File: config.mk
export PLATFORM = sky130hd
export DESIGN_NAME = univ_shift_reg_flat
export DESIGN_NICKNAME = d
export VERILOG_FILES = /design/src/rtl/univ_shift_reg_if.sv /design/src/rtl/univ_shift_reg.sv /design/src/flat_wrapper.sv
export SDC_FILE = /design/constraint.sdc
export NUM_CORES = 1
export LEC_CHECK = 0
export CAP_MARGIN = 0
export CORE_ASPECT_RATIO = 0.5
export CORE_MARGIN = 2
export CORE_UTILIZATION = 51
export CTS_BUF_LIST = sky130_fd_sc_hd__clkbuf_2
export CTS_CLUSTER_SIZE = 8
export DETAILED_ROUTE_END_ITERATION = 12
export PLACE_DENSITY = 0.9
export SLEW_MARGIN = 5
export SYNTH_ARGS = -nofsm -noshare
export SYNTH_HDL_FRONTEND = slang
export SYNTH_SLANG_ARGS = --single-unit
File: constraint.sdc
create_clock -name clk -period 2 [get_ports clk]
set_input_delay 0.5 -clock clk [delete_from_list [all_inputs] [get_ports clk]]
set_output_delay 0.5 -clock clk [all_outputs]
set_load 0.02 [all_outputs]
File: src/rtl/univ_shift_reg_if.sv
// Command/status bundle for univ_shift_reg: the controller drives the master side,
// and the shifter sits on the slave side.
interface univ_shift_reg_if #(
  parameter int WIDTH = 16,
  parameter int AMT_W = 5
);
  logic             start;
  logic [2:0]       mode;
  logic [AMT_W-1:0] amount;
  logic             serial_in;
  logic [WIDTH-1:0] par_in;
  logic [WIDTH-1:0] out;
  logic             serial_out;
  logic             busy;
  logic             done;

  modport master (
    output start, mode, amount, serial_in, par_in,
    input  out, serial_out, busy, done
  );

  modport slave (
    input  start, mode, amount, serial_in, par_in,
    output out, serial_out, busy, done
  );
endinterface

File: src/rtl/univ_shift_reg.sv
// Universal shift register: parallel load, clear, and logical, rotate or arithmetic
// shifts by a programmable amount. Each shift step takes one clock, with a start/busy/done handshake.
//
// state   | meaning
// --------+-----------------------------------------------------------
// S_IDLE  | waiting for start; the command is decoded on the accepting edge
// S_SHIFT | one 1-bit step per edge until r_count reaches zero
// S_DONE  | one-cycle done pulse, then back to S_IDLE
module univ_shift_reg #(
  parameter int WIDTH = 16,
  parameter int AMT_W = 5
) (
  input logic              clk,
  input logic              reset,
  univ_shift_reg_if.slave  bus
);

  localparam logic [2:0] MODE_LOAD = 3'b000;
  localparam logic [2:0] MODE_SLL  = 3'b001;
  localparam logic [2:0] MODE_SRL  = 3'b010;
  localparam logic [2:0] MODE_ROL  = 3'b011;
  localparam logic [2:0] MODE_ROR  = 3'b100;
  localparam logic [2:0] MODE_ASR  = 3'b101;
  localparam logic [2:0] MODE_CLR  = 3'b110;
  localparam logic [2:0] MODE_NOP  = 3'b111;

  localparam logic [AMT_W-1:0] LP_WIDTH = AMT_W'(WIDTH);
  localparam logic [AMT_W-1:0] LP_ONE   = AMT_W'(1);

  typedef enum logic [1:0] {S_IDLE, S_SHIFT, S_DONE} state_t;

  state_t           r_state;
  logic [2:0]       r_mode;
  logic [AMT_W-1:0] r_count;
  logic [WIDTH-1:0] r_out;
  logic             r_serial_out;
  logic             r_busy;
  logic             r_done;

  logic [AMT_W-1:0] w_amt_clamped;
  logic [WIDTH-1:0] w_next;
  logic             w_shifted_bit;

  assign w_amt_clamped = (bus.amount >= LP_WIDTH) ? LP_WIDTH : bus.amount;

  // Single-step result for the latched mode; serial_in is used live on each shift edge.
  always_comb begin
    w_next        = r_out;
    w_shifted_bit = r_serial_out;
    case (r_mode)
      MODE_SLL: begin
        w_next        = {r_out[WIDTH-2:0], bus.serial_in};
        w_shifted_bit = r_out[WIDTH-1];
      end
      MODE_SRL: begin
        w_next        = {bus.serial_in, r_out[WIDTH-1:1]};
        w_shifted_bit = r_out[0];
      end
      MODE_ROL: begin
        w_next        = {r_out[WIDTH-2:0], r_out[WIDTH-1]};
        w_shifted_bit = r_out[WIDTH-1];
      end
      MODE_ROR: begin
        w_next        = {r_out[0], r_out[WIDTH-1:1]};
        w_shifted_bit = r_out[0];
      end
      MODE_ASR: begin
        w_next        = {r_out[WIDTH-1], r_out[WIDTH-1:1]};
        w_shifted_bit = r_out[0];
      end
      default: begin
        w_next        = r_out;
        w_shifted_bit = r_serial_out;
      end
    endcase
  end

  always_ff @(posedge clk or posedge reset) begin
    if (reset) begin
      r_state      <= S_IDLE;
      r_mode       <= MODE_NOP;
      r_count      <= '0;
      r_out        <= '0;
      r_serial_out <= 1'b0;
      r_busy       <= 1'b0;
      r_done       <= 1'b0;
    end else begin
      case (r_state)
        S_IDLE: begin
          if (bus.start) begin
            r_busy <= 1'b1;
            case (bus.mode)
              MODE_LOAD: begin
                r_out   <= bus.par_in;
                r_state <= S_DONE;
                r_done  <= 1'b1;
              end
              MODE_CLR: begin
                r_out   <= '0;
                r_state <= S_DONE;
                r_done  <= 1'b1;
              end
              MODE_NOP: begin
                r_state <= S_DONE;
                r_done  <= 1'b1;
              end
              default: begin
                r_mode  <= bus.mode;
                r_count <= w_amt_clamped;
                if (w_amt_clamped == '0) begin
                  r_state <= S_DONE;
                  r_done  <= 1'b1;
                end else begin
                  r_state <= S_SHIFT;
                end
              end
            endcase
          end
        end
        S_SHIFT: begin
          r_out        <= w_next;
          r_serial_out <= w_shifted_bit;
          r_count      <= r_count - LP_ONE;
          if (r_count == LP_ONE) begin
            r_state <= S_DONE;
            r_done  <= 1'b1;
          end
        end
        S_DONE: begin
          r_state <= S_IDLE;
          r_busy  <= 1'b0;
          r_done  <= 1'b0;
        end
        default: begin
          r_state <= S_IDLE;
          r_busy  <= 1'b0;
          r_done  <= 1'b0;
        end
      endcase
    end
  end

  assign bus.out        = r_out;
  assign bus.serial_out = r_serial_out;
  assign bus.busy       = r_busy;
  assign bus.done       = r_done;

endmodule

File: src/flat_wrapper.sv
// flat-port wrapper written by rule: the top's interface ports become plain ports
module univ_shift_reg_flat 
#(
  parameter int WIDTH = 16,
  parameter int AMT_W = 5
)
  (clk, reset, bus_start, bus_mode, bus_amount, bus_serial_in, bus_par_in, bus_out, bus_serial_out, bus_busy, bus_done);
  univ_shift_reg_if #(.WIDTH(WIDTH), .AMT_W(AMT_W)) bus_i ();
  input logic clk;
  input logic reset;
  input wire logic [$bits(bus_i.start)-1:0] bus_start;
  input wire logic [$bits(bus_i.mode)-1:0] bus_mode;
  input wire logic [$bits(bus_i.amount)-1:0] bus_amount;
  input wire logic [$bits(bus_i.serial_in)-1:0] bus_serial_in;
  input wire logic [$bits(bus_i.par_in)-1:0] bus_par_in;
  output wire logic [$bits(bus_i.out)-1:0] bus_out;
  output wire logic [$bits(bus_i.serial_out)-1:0] bus_serial_out;
  output wire logic [$bits(bus_i.busy)-1:0] bus_busy;
  output wire logic [$bits(bus_i.done)-1:0] bus_done;
  assign bus_i.start = bus_start;
  assign bus_i.mode = bus_mode;
  assign bus_i.amount = bus_amount;
  assign bus_i.serial_in = bus_serial_in;
  assign bus_i.par_in = bus_par_in;
  assign bus_out = bus_i.out;
  assign bus_serial_out = bus_i.serial_out;
  assign bus_busy = bus_i.busy;
  assign bus_done = bus_i.done;
  univ_shift_reg #(.WIDTH(WIDTH), .AMT_W(AMT_W)) u_core (.clk(clk), .reset(reset), .bus(bus_i));
endmodule
# After elaboration in Yosys (flattened, before gate mapping)
# Cells that the tools add are included.
[classes]
add_sub_neg = 1
order_cmp = 1
n_eq_ne = 17
muxes = 21
bitwise = 2
n_reduce_logical = 16
[op_table]
columns = ["operator", "n"]
rows = [
  ["$pmux W16 S5", 1],
  ["$pmux W16 S2", 2],
  ["$mux W16", 1],
  ["$mux W5", 3],
  ["$eq A3 B3 Y1 const B", 4],
  ["$pmux W5 S2", 1],
  ["$reduce_and A3 Y1", 3],
  ["$mux W2", 4],
  ["$eq A3 B2 Y1 const B", 2],
  ["$ne A2 B2 Y1 const B", 3],
  ["$ne A6 B6 Y1 const B", 1],
  ["$pmux W1 S2", 3],
  ["$reduce_and A2 Y1", 3],
  ["$reduce_or A3 Y1", 2],
  ["$eq A5 B1 Y1 const B", 1],
  ["$ge A5 B5 Y1 const B", 1],
  ["$logic_not A5 Y1", 1],
  ["$mux W1", 5],
  ["$ne A5 B5 Y1 const B", 1],
  ["$reduce_and A5 Y1", 1],
  ["$sub A5 B1 Y5 const B", 1],
  ["$pmux W2 S2", 1],
  ["$reduce_and A4 Y1", 1],
  ["$reduce_bool A2 Y1", 2],
  ["9 further kinds", 10],
]
[totals]
reg_bits = 29
inputBits = 28
out_inout_bits = 19
wordCells = 66

# Longest topological paths before layout
[depth]
word_depth = 7
ltp_mapped = 8
depth_no_buf = 6

# Least setup slack after synthesis
# No wires, ideal clock.
[synth_timing]
kind = "register -> register"
start = "register u_core.r_mode[1]"
end = "register u_core.r_out[1] (netlist: u_core.bus.out[1])"
arrival_ns = 1.764
t_required_ns = 1.872
setup_slack_ns = 0.108
stages_incl_launch_ff = 9
n_path_buf = 2
synth_period_minus_slack_ns = 1.892
cell_sequence = "dfstp_2 -> buf_4 -> inv_1 -> ha_1 -> inv_1 -> nand2_1 -> clkbuf_4 -> a221oi_1 -> o31ai_2"
[synth_via]
elab_chain_len = 3
word_cells_on_any_way = 9
[synth_rtl]
columns = ["item", "line", "rtl"]
rows = [
  ["start, declared", "univ_shift_reg.sv:33", "logic [2:0] r_mode;"],
  ["start signal, assigned", "univ_shift_reg.sv:108", "r_mode <= bus.mode;"],
  ["$eq A3 B3 Y1, or another cell as far along", "univ_shift_reg.sv:50", "case (r_mode)"],
  ["$pmux W16 S5 / $ne A6 B6 Y1 (equally long branches)", "-", ""],
  ["$pmux W16 S2 / $reduce_and A4 Y1 (equally long branches)", "-", ""],
  ["end signal, assigned", "univ_shift_reg.sv:94", "r_out <= bus.par_in;"],
  ["end signal, assigned", "univ_shift_reg.sv:121", "r_out <= w_next;"],
  ["end, declared", "univ_shift_reg.sv:35", "logic [WIDTH-1:0] r_out;"],
]
# Several ways; a longest one is shown, not always the timed one.
# A chain may end at the register's enable or synchronous reset.

# Worst setup path in the final report
[layout_timing]
start = "register u_core.r_out[9] (netlist: u_core.bus.out[9])"
end = "output port bus_out[9]"
[layout_lines]
columns = ["item", "line", "rtl"]
rows = [
  ["end, declared", "flat_wrapper.sv:16", "output wire logic [$bits(bus_i.out)-1:0] bus_out;"],
]
# No word-level cell between the ends.

==> metrics.txt <==
status=complete, no violations; filler instances=244; critical setup path kind=reg2out; grt total ovfl=0; Post-Syn Area=1830 sq um; Arr. time, crit path=1.45 ns; Area Growth Syn to Fin=36.5%; CTS root buffer=clkbuf_2; register area share after synthesis=39.8%; die area=about 4100 sq um; Avg Vias per Cell=~6; pre-CTS setup slack=-0.0533 ns; Clock Path Buffers=2; Post-DRT Antenna Nets=0; number of global-route vias before repair=1646; syn nets=232; Detailed Place HPWL=3370 microns; DRC viols=0; Initial Utilization=53.4%; Final TNS setup=0 ns; crit share post-route=roughly 100%; Iter 0 DRT Violations=100; Global Route Usage Sum=24.3%; most frequent cells in the layout=clkdlybuf4s50_1 (38), nand2_1 (27), dfrtp_1 (26); Setup violations, final=0; critical path launch point type=flop; Seq. cell area=729 sq um; leading cell type in the layout, fill and taps excluded=clkdlybuf4s50_1; GPL Wtd Cong=approximately 0.91; Critical Path Sink Type=output pin; YS warnings=0; setup bufs post-CTS=0; worst hold margin=between 0.4 and 0.5 ns; share of the synthesized area in the top cell type=35.5%; Max-slew headroom=about 75%; worst vdd ir=about 0.74 mV; crit-path max cell delay=0.63 ns; CP max stage cell=clkdlybuf4s50_1; num rows=15; Non-Filler Instances=a little over 300; Cell Area, Placed=2440 sq um; CP Cell Sequence=clkdlybuf4s50_1; mean area per synthesized cell=9.17 sq um; initial antenna violation count=0; IO buf count=46; Ports=47; final worst path period need=1.95 ns; cell depth of the worst setup path=1; WP data required=approximately 1.5 ns; skew final=0.0250 ns; Max Slew Vio Count=0; chip height=46.4 microns; post_cts resized=0; Synth Instances=200; final wirelength=around 4600 microns; Sink Count=29; dominant cell type by area after synthesis=dfrtp_1; design area=2500 sq um; Hold Path Class=in2async; Least-Margin Pin Slew=around 0.38 ns; Crit Reg-Reg Startpoint=u_core.r_mode[1]$_DFFE_PP1P_; largest net degree at the start of global routing=30; final-report hold violation count=0; post-layout net count=288; Crit path max-delay family=buffers and inverters; MaxCap Viol Count=0; Worst Path Buf+Inv=1; FF+latch count, synth=29; crit path max fanout=4; final worst slack=0.0487 ns; Highest Clock Rate=0.512 GHz; distinct cell type count after synthesis=42; vias=1812; # H-tree levels=2; R2R depth=7; number of iterations in the first detailed-routing pass=4; LEAKAGE=0.00110 uW; CP startpoint=u_core.bus.out[9]$_DFFE_PP0P_; Die Wd=~89 microns; Clock Latency Late Sink=0.38 ns; wire per inst=15.0 microns; first-pass GRT wire length=approximately 7500 microns; layout cell share with drive strength beyond 1=17.9%; hold_buf cts=0; Inserted Diodes=0; Power Dens Cells=1700 nW/um^2; TritonCTS clock tree=built; RSZ-0062 raised after global routing=false; total CTS buffers=5; multi-input logic area=approximately 1000 sq um; top post-synthesis cells by area=dfrtp_1 (35%), o31ai_2 (6.8%), a221oi_1 (6.7%); clk slew on worst S/H paths=0.17 ns; placed cells=300; Core ar.=around 3400 sq um
path summary, 6_finish.rpt:
check	to	slack [ns]
max	bus_out[9]	0.05
min	u_core.r_count[4]$_DFFE_PP0P_	0.47
max reg2reg	u_core.bus.out[4]$_DFFE_PP0P_	0.17
min reg2reg	u_core.bus.serial_out$_DFFE_PP0P_	0.51
min in group clk	u_core.bus.serial_out$_DFFE_PP0P_	0.51
max in group asynchronous	u_core.r_mode[2]$_DFFE_PP1P_	1.20
area by class of cell:
class / count / share of cell area (%)
flip-flops and latches: 29 / 29.2
inverters: 12 / 1.80
multi-input cells: 143 / 39.0
clock inverters: 2 / 0.400
clock buffers: 6 / 1.20
repair buffers: 65 / 25.9
well taps: 51 / 2.55
cells in the mapped netlist:
master    instances
or3b_4            1
clkbuf_1          4
buf_4             1
o221ai_1          1
a21boi_0          1
o31ai_2          10
dfrtp_1          26
a32oi_1           3
buf_2             8
or2b_1            1
nand2b_1          3
inv_1            12
nor3_1            5
o21a_1            1
o31a_1            1
nand2_1          27
dfstp_2           3
nor2_1            7
or3_1             3
nand3b_1          3
and2_1            1
o31ai_1           5
a21oi_4           1
xnor2_1           1
nor4_2            1
o311a_1           1
a211o_1           1
a22oi_1           2
ha_1              4
a211oi_1          2
nor2b_1           1
clkbuf_4          1
buf_6             2
nand3_1           3
a221oi_1         14
nor4_1            1
o311ai_0          5
o21ai_0           6
nand4_1           2
nor4b_1           1
a21oi_1          23
o21ba_2           1
layer usage:
metal	global-route usage, %	vias up	share of wire (%)
met5	0	-	0
met1	31.7	884	44
met4	8.79	0	1.5
li1	-	866	-
met2	40.3	52	49
met3	5.56	10	5.4
cells by family (layout without fill, tap and decap cells):
group                    count (synthesis)  count (layout)  synth area share [%]
buffers and inverters                   28              85                  7.51
adder cells (fa/ha/maj)                  4               4                  2.73
AND/OR/NAND/NOR                         60              60                  16.3
flip-flops                              29              29                  39.8
XOR/XNOR                                 1               1                 0.478
AO/OA/AOI/OAI                           78              78                  33.2
flip-flops by register name, summed over array words and instances (netlist names):
register,flops
u_core.bus.busy,1
u_core.bus.out,16
u_core.r_state,2
u_core.bus.done,1
u_core.r_count,5
u_core.bus.serial_out,1
u_core.r_mode,3
power by group:
| group | switching (uW) | total [uW] | leakage (uW) | internal, uW |
|---|---|---|---|---|
| registers | 328 | 1230 | 0.000344 | 902 |
| clock network | 220 | 307 | 0.0000327 | 87.6 |
| logic | 1460 | 2730 | 0.000728 | 1270 |
metrics by stage:
stage	utilization, %	total power (uW)
after global placement	71.1	3850
after detailed placement	71.1	3970
final	72.9	4260
after CTS	72.3	4270
after global routing	72.9	4580
after floorplan	-	3030
Power figures use the tool's default switching activity.
